[src/rtl/ref_ram_arbiter_if.sv]
// ref_ram_arbiter_if
//   Bundle between the reference-frame requesters, the reconstruction write
//   path and the single shared frame-memory port.
//   master : requester/memory side (drives requests, write data, mem_rdata)
//   slave  : arbiter side (drives grants, read return, memory command, busy)
//   Signals:
//     rd_req[3:0]  rd_addr[4*ADDR_W]  rd_gnt[3:0]  rd_valid[3:0]  rd_data
//     wr_req  wr_addr  wr_data  wr_gnt
//     mem_en  mem_we  mem_addr  mem_wdata  mem_rdata
//     busy
interface ref_ram_arbiter_if #(
  parameter int ADDR_W = 22,
  parameter int DATA_W = 32
);
  logic [3:0]          rd_req;
  logic [4*ADDR_W-1:0] rd_addr;
  logic [3:0]          rd_gnt;
  logic [3:0]          rd_valid;
  logic [DATA_W-1:0]   rd_data;

  logic                wr_req;
  logic [ADDR_W-1:0]   wr_addr;
  logic [DATA_W-1:0]   wr_data;
  logic                wr_gnt;

  logic                mem_en;
  logic                mem_we;
  logic [ADDR_W-1:0]   mem_addr;
  logic [DATA_W-1:0]   mem_wdata;
  logic [DATA_W-1:0]   mem_rdata;

  logic                busy;

  modport master (
    output rd_req, rd_addr, wr_req, wr_addr, wr_data, mem_rdata,
    input  rd_gnt, rd_valid, rd_data, wr_gnt,
           mem_en, mem_we, mem_addr, mem_wdata, busy
  );

  modport slave (
    input  rd_req, rd_addr, wr_req, wr_addr, wr_data, mem_rdata,
    output rd_gnt, rd_valid, rd_data, wr_gnt,
           mem_en, mem_we, mem_addr, mem_wdata, busy
  );
endinterface

[src/rtl/ref_ram_arbiter.sv]
// ref_ram_arbiter
//   Arbitrates four reference-picture read requesters (L0/L1 luma/chroma) and
//   one reconstruction write requester onto a single frame-memory port.
//   Reads are fixed-length bursts granted round-robin; a write is one cycle
//   and alternates with reads when both keep requesting.
//   Ports:
//     clk      clock
//     reset_n  asynchronous active-low reset
//     bus      ref_ram_arbiter_if.slave (requests, grants, read return,
//              memory command port, busy)
//   Build option:
//     REF_ARB_L1_EN  defined   : all four read requesters arbitrate
//                    undefined : L1 requesters (bits 3:2) ignored, P-slice build
//
// state    | meaning
// ---------+-----------------------------------------------------------
// IDLE     | memory port idle, arbitrating every cycle
// RD_BURST | issuing read beats; arbitrates again on the last beat
// WR       | single write cycle on the memory port; arbitrates again
module ref_ram_arbiter #(
  parameter int ADDR_W    = 22,
  parameter int DATA_W    = 32,
  parameter int BURST_LEN = 4,
  parameter int RD_LAT    = 2
) (
  input logic              clk,
  input logic              reset_n,
  ref_ram_arbiter_if.slave bus
);

  localparam int CNT_W = $clog2(BURST_LEN);

`ifdef REF_ARB_L1_EN
  localparam logic [3:0] RD_MASK = 4'b1111;
`else
  localparam logic [3:0] RD_MASK = 4'b0011;
`endif

  typedef enum logic [1:0] {
    IDLE     = 2'd0,
    RD_BURST = 2'd1,
    WR       = 2'd2
  } state_t;

  state_t            state;
  logic [CNT_W-1:0]  beat_left;
  logic [1:0]        last_gnt;
  logic              last_was_wr;
  logic [3:0]        owner;
  logic [3:0]        tag_pipe [RD_LAT];

  logic [3:0]        rd_gnt_q;
  logic              wr_gnt_q;
  logic              mem_en_q;
  logic              mem_we_q;
  logic [ADDR_W-1:0] mem_addr_q;
  logic [DATA_W-1:0] mem_wdata_q;

  logic [ADDR_W-1:0] req_addr [4];
  logic [3:0]        req_eff;
  logic [1:0]        win_idx;
  logic [1:0]        probe;
  logic              win_found;
  logic              slot_free;
  logic              do_wr;
  logic              do_rd;
  logic              pipe_busy;
  logic [3:0]        rd_valid_w;

  for (genvar g = 0; g < 4; g++) begin : g_addr
    assign req_addr[g] = bus.rd_addr[g*ADDR_W +: ADDR_W];
  end

  assign req_eff = bus.rd_req & RD_MASK;

  // Round-robin: probe last_gnt+1, +2, +3, +4 (mod 4). With the L1 pair masked
  // off the same search naturally alternates between bits 0 and 1.
  always_comb begin
    win_idx   = 2'd0;
    win_found = 1'b0;
    probe     = 2'd0;
    for (int i = 1; i <= 4; i++) begin
      probe = last_gnt + 2'(i);
      if (!win_found && req_eff[probe]) begin
        win_found = 1'b1;
        win_idx   = probe;
      end
    end
  end

  // A slot opens in IDLE, in WR, and on the last beat of a burst, so grants
  // chain with no dead cycle on mem_en.
  assign slot_free = (state != RD_BURST) || (beat_left == '0);
  // After a write, a pending read takes the next slot; this bounds write wait
  // to one burst and makes writes and bursts alternate under load.
  assign do_wr     = bus.wr_req && !(last_was_wr && (req_eff != 4'b0));
  assign do_rd     = !do_wr && win_found;

  always_ff @(posedge clk or negedge reset_n) begin
    if (!reset_n) begin
      state       <= IDLE;
      beat_left   <= '0;
      last_gnt    <= 2'd3;
      last_was_wr <= 1'b0;
      owner       <= 4'b0;
      for (int i = 0; i < RD_LAT; i++) tag_pipe[i] <= 4'b0;
      rd_gnt_q    <= 4'b0;
      wr_gnt_q    <= 1'b0;
      mem_en_q    <= 1'b0;
      mem_we_q    <= 1'b0;
      mem_addr_q  <= '0;
      mem_wdata_q <= '0;
    end else begin
      rd_gnt_q <= 4'b0;
      wr_gnt_q <= 1'b0;

      // Owner tag follows each read beat so the returning word is steered to
      // the requester that issued it, RD_LAT cycles later.
      tag_pipe[0] <= (mem_en_q && !mem_we_q) ? owner : 4'b0;
      for (int i = 1; i < RD_LAT; i++) tag_pipe[i] <= tag_pipe[i-1];

      if (!slot_free) begin
        beat_left  <= beat_left - CNT_W'(1);
        mem_addr_q <= mem_addr_q + ADDR_W'(1);
      end else if (do_wr) begin
        state       <= WR;
        beat_left   <= '0;
        last_was_wr <= 1'b1;
        wr_gnt_q    <= 1'b1;
        mem_en_q    <= 1'b1;
        mem_we_q    <= 1'b1;
        mem_addr_q  <= bus.wr_addr;
        mem_wdata_q <= bus.wr_data;
      end else if (do_rd) begin
        state       <= RD_BURST;
        beat_left   <= CNT_W'(BURST_LEN - 1);
        last_gnt    <= win_idx;
        last_was_wr <= 1'b0;
        owner       <= 4'b0001 << win_idx;
        rd_gnt_q    <= 4'b0001 << win_idx;
        mem_en_q    <= 1'b1;
        mem_we_q    <= 1'b0;
        mem_addr_q  <= req_addr[win_idx];
        mem_wdata_q <= '0;
      end else begin
        state       <= IDLE;
        beat_left   <= '0;
        mem_en_q    <= 1'b0;
        mem_we_q    <= 1'b0;
        mem_addr_q  <= '0;
        mem_wdata_q <= '0;
      end
    end
  end

  always_comb begin
    pipe_busy = 1'b0;
    for (int i = 0; i < RD_LAT; i++) pipe_busy = pipe_busy | (tag_pipe[i] != 4'b0);
  end

  assign rd_valid_w    = tag_pipe[RD_LAT-1] & RD_MASK;

  assign bus.rd_gnt    = rd_gnt_q & RD_MASK;
  assign bus.rd_valid  = rd_valid_w;
  assign bus.rd_data   = (rd_valid_w != 4'b0) ? bus.mem_rdata : '0;
  assign bus.wr_gnt    = wr_gnt_q;
  assign bus.mem_en    = mem_en_q;
  assign bus.mem_we    = mem_we_q;
  assign bus.mem_addr  = mem_addr_q;
  assign bus.mem_wdata = mem_wdata_q;
  assign bus.busy      = (state != IDLE) || pipe_busy;

endmodule

[src/flat_wrapper.sv]
// flat-port wrapper written by rule: the top's interface ports become plain ports
module ref_ram_arbiter_flat 
#(
  parameter int ADDR_W    = 22,
  parameter int DATA_W    = 32,
  parameter int BURST_LEN = 4,
  parameter int RD_LAT    = 2
)
  (clk, reset_n, bus_rd_req, bus_rd_addr, bus_wr_req, bus_wr_addr, bus_wr_data, bus_mem_rdata, bus_rd_gnt, bus_rd_valid, bus_rd_data, bus_wr_gnt, bus_mem_en, bus_mem_we, bus_mem_addr, bus_mem_wdata, bus_busy);
  ref_ram_arbiter_if #(.ADDR_W(ADDR_W), .DATA_W(DATA_W)) bus_i ();
  input logic clk;
  input logic reset_n;
  input wire logic [$bits(bus_i.rd_req)-1:0] bus_rd_req;
  input wire logic [$bits(bus_i.rd_addr)-1:0] bus_rd_addr;
  input wire logic [$bits(bus_i.wr_req)-1:0] bus_wr_req;
  input wire logic [$bits(bus_i.wr_addr)-1:0] bus_wr_addr;
  input wire logic [$bits(bus_i.wr_data)-1:0] bus_wr_data;
  input wire logic [$bits(bus_i.mem_rdata)-1:0] bus_mem_rdata;
  output wire logic [$bits(bus_i.rd_gnt)-1:0] bus_rd_gnt;
  output wire logic [$bits(bus_i.rd_valid)-1:0] bus_rd_valid;
  output wire logic [$bits(bus_i.rd_data)-1:0] bus_rd_data;
  output wire logic [$bits(bus_i.wr_gnt)-1:0] bus_wr_gnt;
  output wire logic [$bits(bus_i.mem_en)-1:0] bus_mem_en;
  output wire logic [$bits(bus_i.mem_we)-1:0] bus_mem_we;
  output wire logic [$bits(bus_i.mem_addr)-1:0] bus_mem_addr;
  output wire logic [$bits(bus_i.mem_wdata)-1:0] bus_mem_wdata;
  output wire logic [$bits(bus_i.busy)-1:0] bus_busy;
  assign bus_i.rd_req = bus_rd_req;
  assign bus_i.rd_addr = bus_rd_addr;
  assign bus_i.wr_req = bus_wr_req;
  assign bus_i.wr_addr = bus_wr_addr;
  assign bus_i.wr_data = bus_wr_data;
  assign bus_i.mem_rdata = bus_mem_rdata;
  assign bus_rd_gnt = bus_i.rd_gnt;
  assign bus_rd_valid = bus_i.rd_valid;
  assign bus_rd_data = bus_i.rd_data;
  assign bus_wr_gnt = bus_i.wr_gnt;
  assign bus_mem_en = bus_i.mem_en;
  assign bus_mem_we = bus_i.mem_we;
  assign bus_mem_addr = bus_i.mem_addr;
  assign bus_mem_wdata = bus_i.mem_wdata;
  assign bus_busy = bus_i.busy;
  ref_ram_arbiter #(.ADDR_W(ADDR_W), .DATA_W(DATA_W), .BURST_LEN(BURST_LEN), .RD_LAT(RD_LAT)) u_core (.clk(clk), .reset_n(reset_n), .bus(bus_i));
endmodule
[config.mk]
export PLATFORM = sky130hd
export DESIGN_NAME = ref_ram_arbiter_flat
export DESIGN_NICKNAME = d
export VERILOG_FILES = /design/src/rtl/ref_ram_arbiter_if.sv /design/src/rtl/ref_ram_arbiter.sv /design/src/flat_wrapper.sv
export SDC_FILE = /design/constraint.sdc
export NUM_CORES = 1
export LEC_CHECK = 0
export BUFFER_PORTS_ARGS = -buffer_cell sky130_fd_sc_hd__buf_2
export CAP_MARGIN = 0
export CORE_AREA = 5 5 106 108
export DETAILED_ROUTE_END_ITERATION = 16
export DIE_AREA = 0 0 111 113
export GPL_TIMING_DRIVEN = 0
export HOLD_SLACK_MARGIN = 0.05
export PLACE_DENSITY = 0.8
export SYNTH_ARGS = -nofsm -noshare
export SYNTH_HDL_FRONTEND = slang
export SYNTH_SLANG_ARGS = --single-unit
export TNS_END_PERCENT = 30
[constraint.sdc]
create_clock -name clk -period 1.7 [get_ports clk]
set_input_delay 0.255 -clock clk [delete_from_list [all_inputs] [get_ports clk]]
set_output_delay 0.255 -clock clk [all_outputs]
set_load 0.02 [all_outputs]
==> out/results.txt <==
CP max FO = 10
Final Wtd Congestion = 0.917
Largest net degree at the start of global routing = 54
PortBufs = 228
CP Data Required Time = 1920 ps
CP arrival = 1860 ps
Clock Sinks = 77
Clk_lat worst skew = 360 ps
Min-delay src = bus_rd_addr[27]
Cts bufs inserted = 9
Synth-to-layout area growth = 45.4%
Unique masters post-synth = 43
Syn avg cell area = 9.46 um^2
Core Box Area = 10100 um^2
Critical R2R Capture = u_core.bus.mem_addr[10]
R2R setup slack = 50 ps
Crit path time final = 1650 ps
Total Wirelength = 13.9 mm
Post-detail-place hpwl = 11.0 mm
Cell taking the most area after synthesis = dfrtp_1
DRC viols = 0
CTS tree = built
Ys flop type = dfrtp_1
Routed wire length per instance = 17.4 um
R2R depth = 7
Ys Warns = 0
Initial antenna violation count = 0
Initial Utilization = 37.9%
Vias in the first global route = 4151
Hold depth = 2
Leakage power = 2.82 nW
Slowest CP cell = dfrtp_1
Worst setup SP type = flop
Register area share after synthesis = 50.2%
Die W = 111 um
IO Pins = 279
Reg2reg start = u_core.beat_left[1]
Vias per cell = 5.08
First drt pass iteration count = 4
Gr ovfl total = 0
Fin cells = 797
Hold_ws = 134 ps
Final period util = 96.8%
#FFs+latches synth = 77
DRT iter0 DRCs = 239
Clock Path Buffers = 2
Max Freq = 608 MHz
Crit-path cells = inv_2, ha_4, or3b_1, buf_4, clkbuf_4, o21ai_0, o22ai_1
Final Hold Fails = 0
Die Ht = 113 um
Max_cap viols = 0
CP Launch Point = u_core.beat_left[1]
Cell Pwr Density = 1920 nW/um^2
Status = completed
Synth Cell Area = 3840 um^2
Die area = 12500 um^2
First-pass GRT wire length = 22.0 mm
Synth top area share = 48.8%
RSZ-0062 raised after global routing = yes
Final slew viol count = 0
Clk_skew = 15.8 ps
Site row count = 37
Share of cells above drive strength 1 = 46.3%
Root buffer cell = clkbuf_8
Final setup violation count = 0
Mapped Cells = 406
Worst stage delay on the critical path = 360 ps
Hold/Removal Path Class = primary input to flop
Post-synth EDFFs = 0
Gr usage total = 21.9%
Synth top area cells = dfrtp_1 (49%), nand2_1 (7.0%), o21ai_0 (6.5%)
Reg clk slew, reported paths = 90 ps
Total negative slack = 0 ps
Placed Area = 5190 um^2
Element type at the critical path end = flop
Total power draw = 0.0107 W
Post-synth ARST share = 100%
Dpl cells = 774
Final ANT Viol Nets = 0
Final nets = 839
Number of antenna repair diodes = 0
H-tree Lvls = 3
Worst VDD drop = 0.907 mV
Worst Setup Path Type = flop to flop
Post-route cell area = 5590 um^2
Via count = 4052
Hold path endpoint = u_core.bus.mem_addr[5]
synthesized netlist by cell type, types with 2 or more instances:
library cell  count
nor2_1           19
buf_4             9
dfstp_2           2
inv_1             2
clkbuf_1         16
a22o_1            4
o21a_1            2
nand3_1          11
xnor2_1           5
nor4_1            2
o21ai_1           5
a221o_1           3
a31oi_1           3
a22oi_1           4
ha_1              2
xor2_1           14
nor3_1            2
nor4_4            2
and3_1            2
a221oi_1         14
o22ai_1          13
nand2_1          72
nand4_1           4
buf_2             5
and4_1            3
nor2b_1          37
and2_1            6
a21oi_1           4
dfrtp_1          75
nor2_2            2
o21ai_0          50
where the power goes:
group          switching (W)  total [W]  internal [W]
sequential          0.000696    0.00335       0.00265
combinational        0.00376    0.00598       0.00222
clock               0.000714    0.00139      0.000676
total                0.00517     0.0107       0.00555
metal layers:
| metal | GRT usage (%) | up-vias | wire [um] |
|---|---|---|---|
| li1 | - | 1908 | - |
| met1 | 26.0 | 1929 | 5410 |
| met2 | 38.6 | 195 | 7080 |
| met3 | 5.56 | 20 | 1110 |
| met4 | 7.96 | 0 | 259 |
| met5 | 0 | - | 0 |
timing repair:
item	4_1_cts	5_1_grt
setup endpoints to repair	96	67
gates resized for setup	26	30
pin swaps	2	3
hold endpoints to repair	24	0
setup buffers	4	2
hold buffers	1	0
per-stage QoR:
stage | setup WS (ps) | util (%)
final | 54.7 | 55.1
after global routing | -22.7 | 55.1
after CTS | -45.1 | 54.2
after detailed placement | -223 | 51.2
after global placement | -148 | 50.9
after floorplan | 23.0 | -
worst max path at each step:
stage / to / slack [ps] / cells past startpoint
2_1_floorplan: u_core.bus.mem_addr[16] / 20 / 6
3_3_place_gp: u_core.bus.mem_addr[5] / -150 / 6
3_5_place_dp: u_core.bus.mem_wdata[26] / -220 / 6
4_1_cts: u_core.bus.mem_addr[11] / -50 / 5
5_1_grt: bus_busy / -20 / 4
6_report: u_core.bus.mem_addr[10] / 50 / 7
final cells by class:
class	count	area, um^2
Buffer	31	208
Clock buffer	10	128
Timing Repair Buffer	236	1240
Clock inverter	6	63.8
Fill cell	937	4550
Sequential cell	77	1930
Multi-Input combinational cell	298	1840
Inverter	3	11.3
Tap cell	136	170
worst max-delay path, delay by kind of cell (launching register included):
family / cells / cell delay (ps)
and+or+nand+nor: 1 / 340
AOI/OAI and AO/OA: 2 / 210
buffers and inverters: 3 / 430
DFF: 1 / 360
adders and majority gates: 1 / 160
flip-flops by register name, summed over array words and instances, names as in the netlist:
name,cells
u_core.state,1
u_core.bus.mem_addr,22
u_core.rd_gnt_q,2
u_core.bus.rd_valid,2
u_core.last_gnt,2
u_core.tag_pipe,6
u_core.beat_left,2
u_core.owner,4
u_core.bus.mem_en,1
u_core.bus.mem_wdata,32
u_core.bus.mem_we,1
u_core.last_was_wr,1
u_core.bus.wr_gnt,1
logic make-up (layout without fill, tap and decap cells):
group                    Yosys count  count (layout)  share of synthesized area (%)
buffers and inverters             34             286                           4.56
AND/OR/NAND/NOR                  167             167                           22.5
XOR/XNOR                          19              19                           4.33
AO/OA/AOI/OAI                    106             106                           17.7
flip-flops                        77              77                           50.2
other                              1               4                         0.0976
adder cells (fa/ha/maj)            2               2                          0.651
placed cells by master (no fill, tap or decap), types with 4 or more instances in the layout:
cell,netlist,layout
xor2_1,14,14
nor2b_1,37,37
nand4_1,4,4
buf_6,1,5
buf_2,5,232
o21ai_0,50,47
nand3_1,11,11
conb_1,1,4
nand2_1,72,72
xnor2_1,5,5
o21ai_1,5,7
o22ai_1,13,13
clkbuf_1,16,6
a221oi_2,1,4
dfrtp_1,75,72
nor2_1,19,18
a221oi_1,14,11
a22o_1,4,4
clkbuf_8,0,10
buf_4,9,16
and2_1,6,6
a21oi_1,4,4
Power figures use the tool's default switching activity.
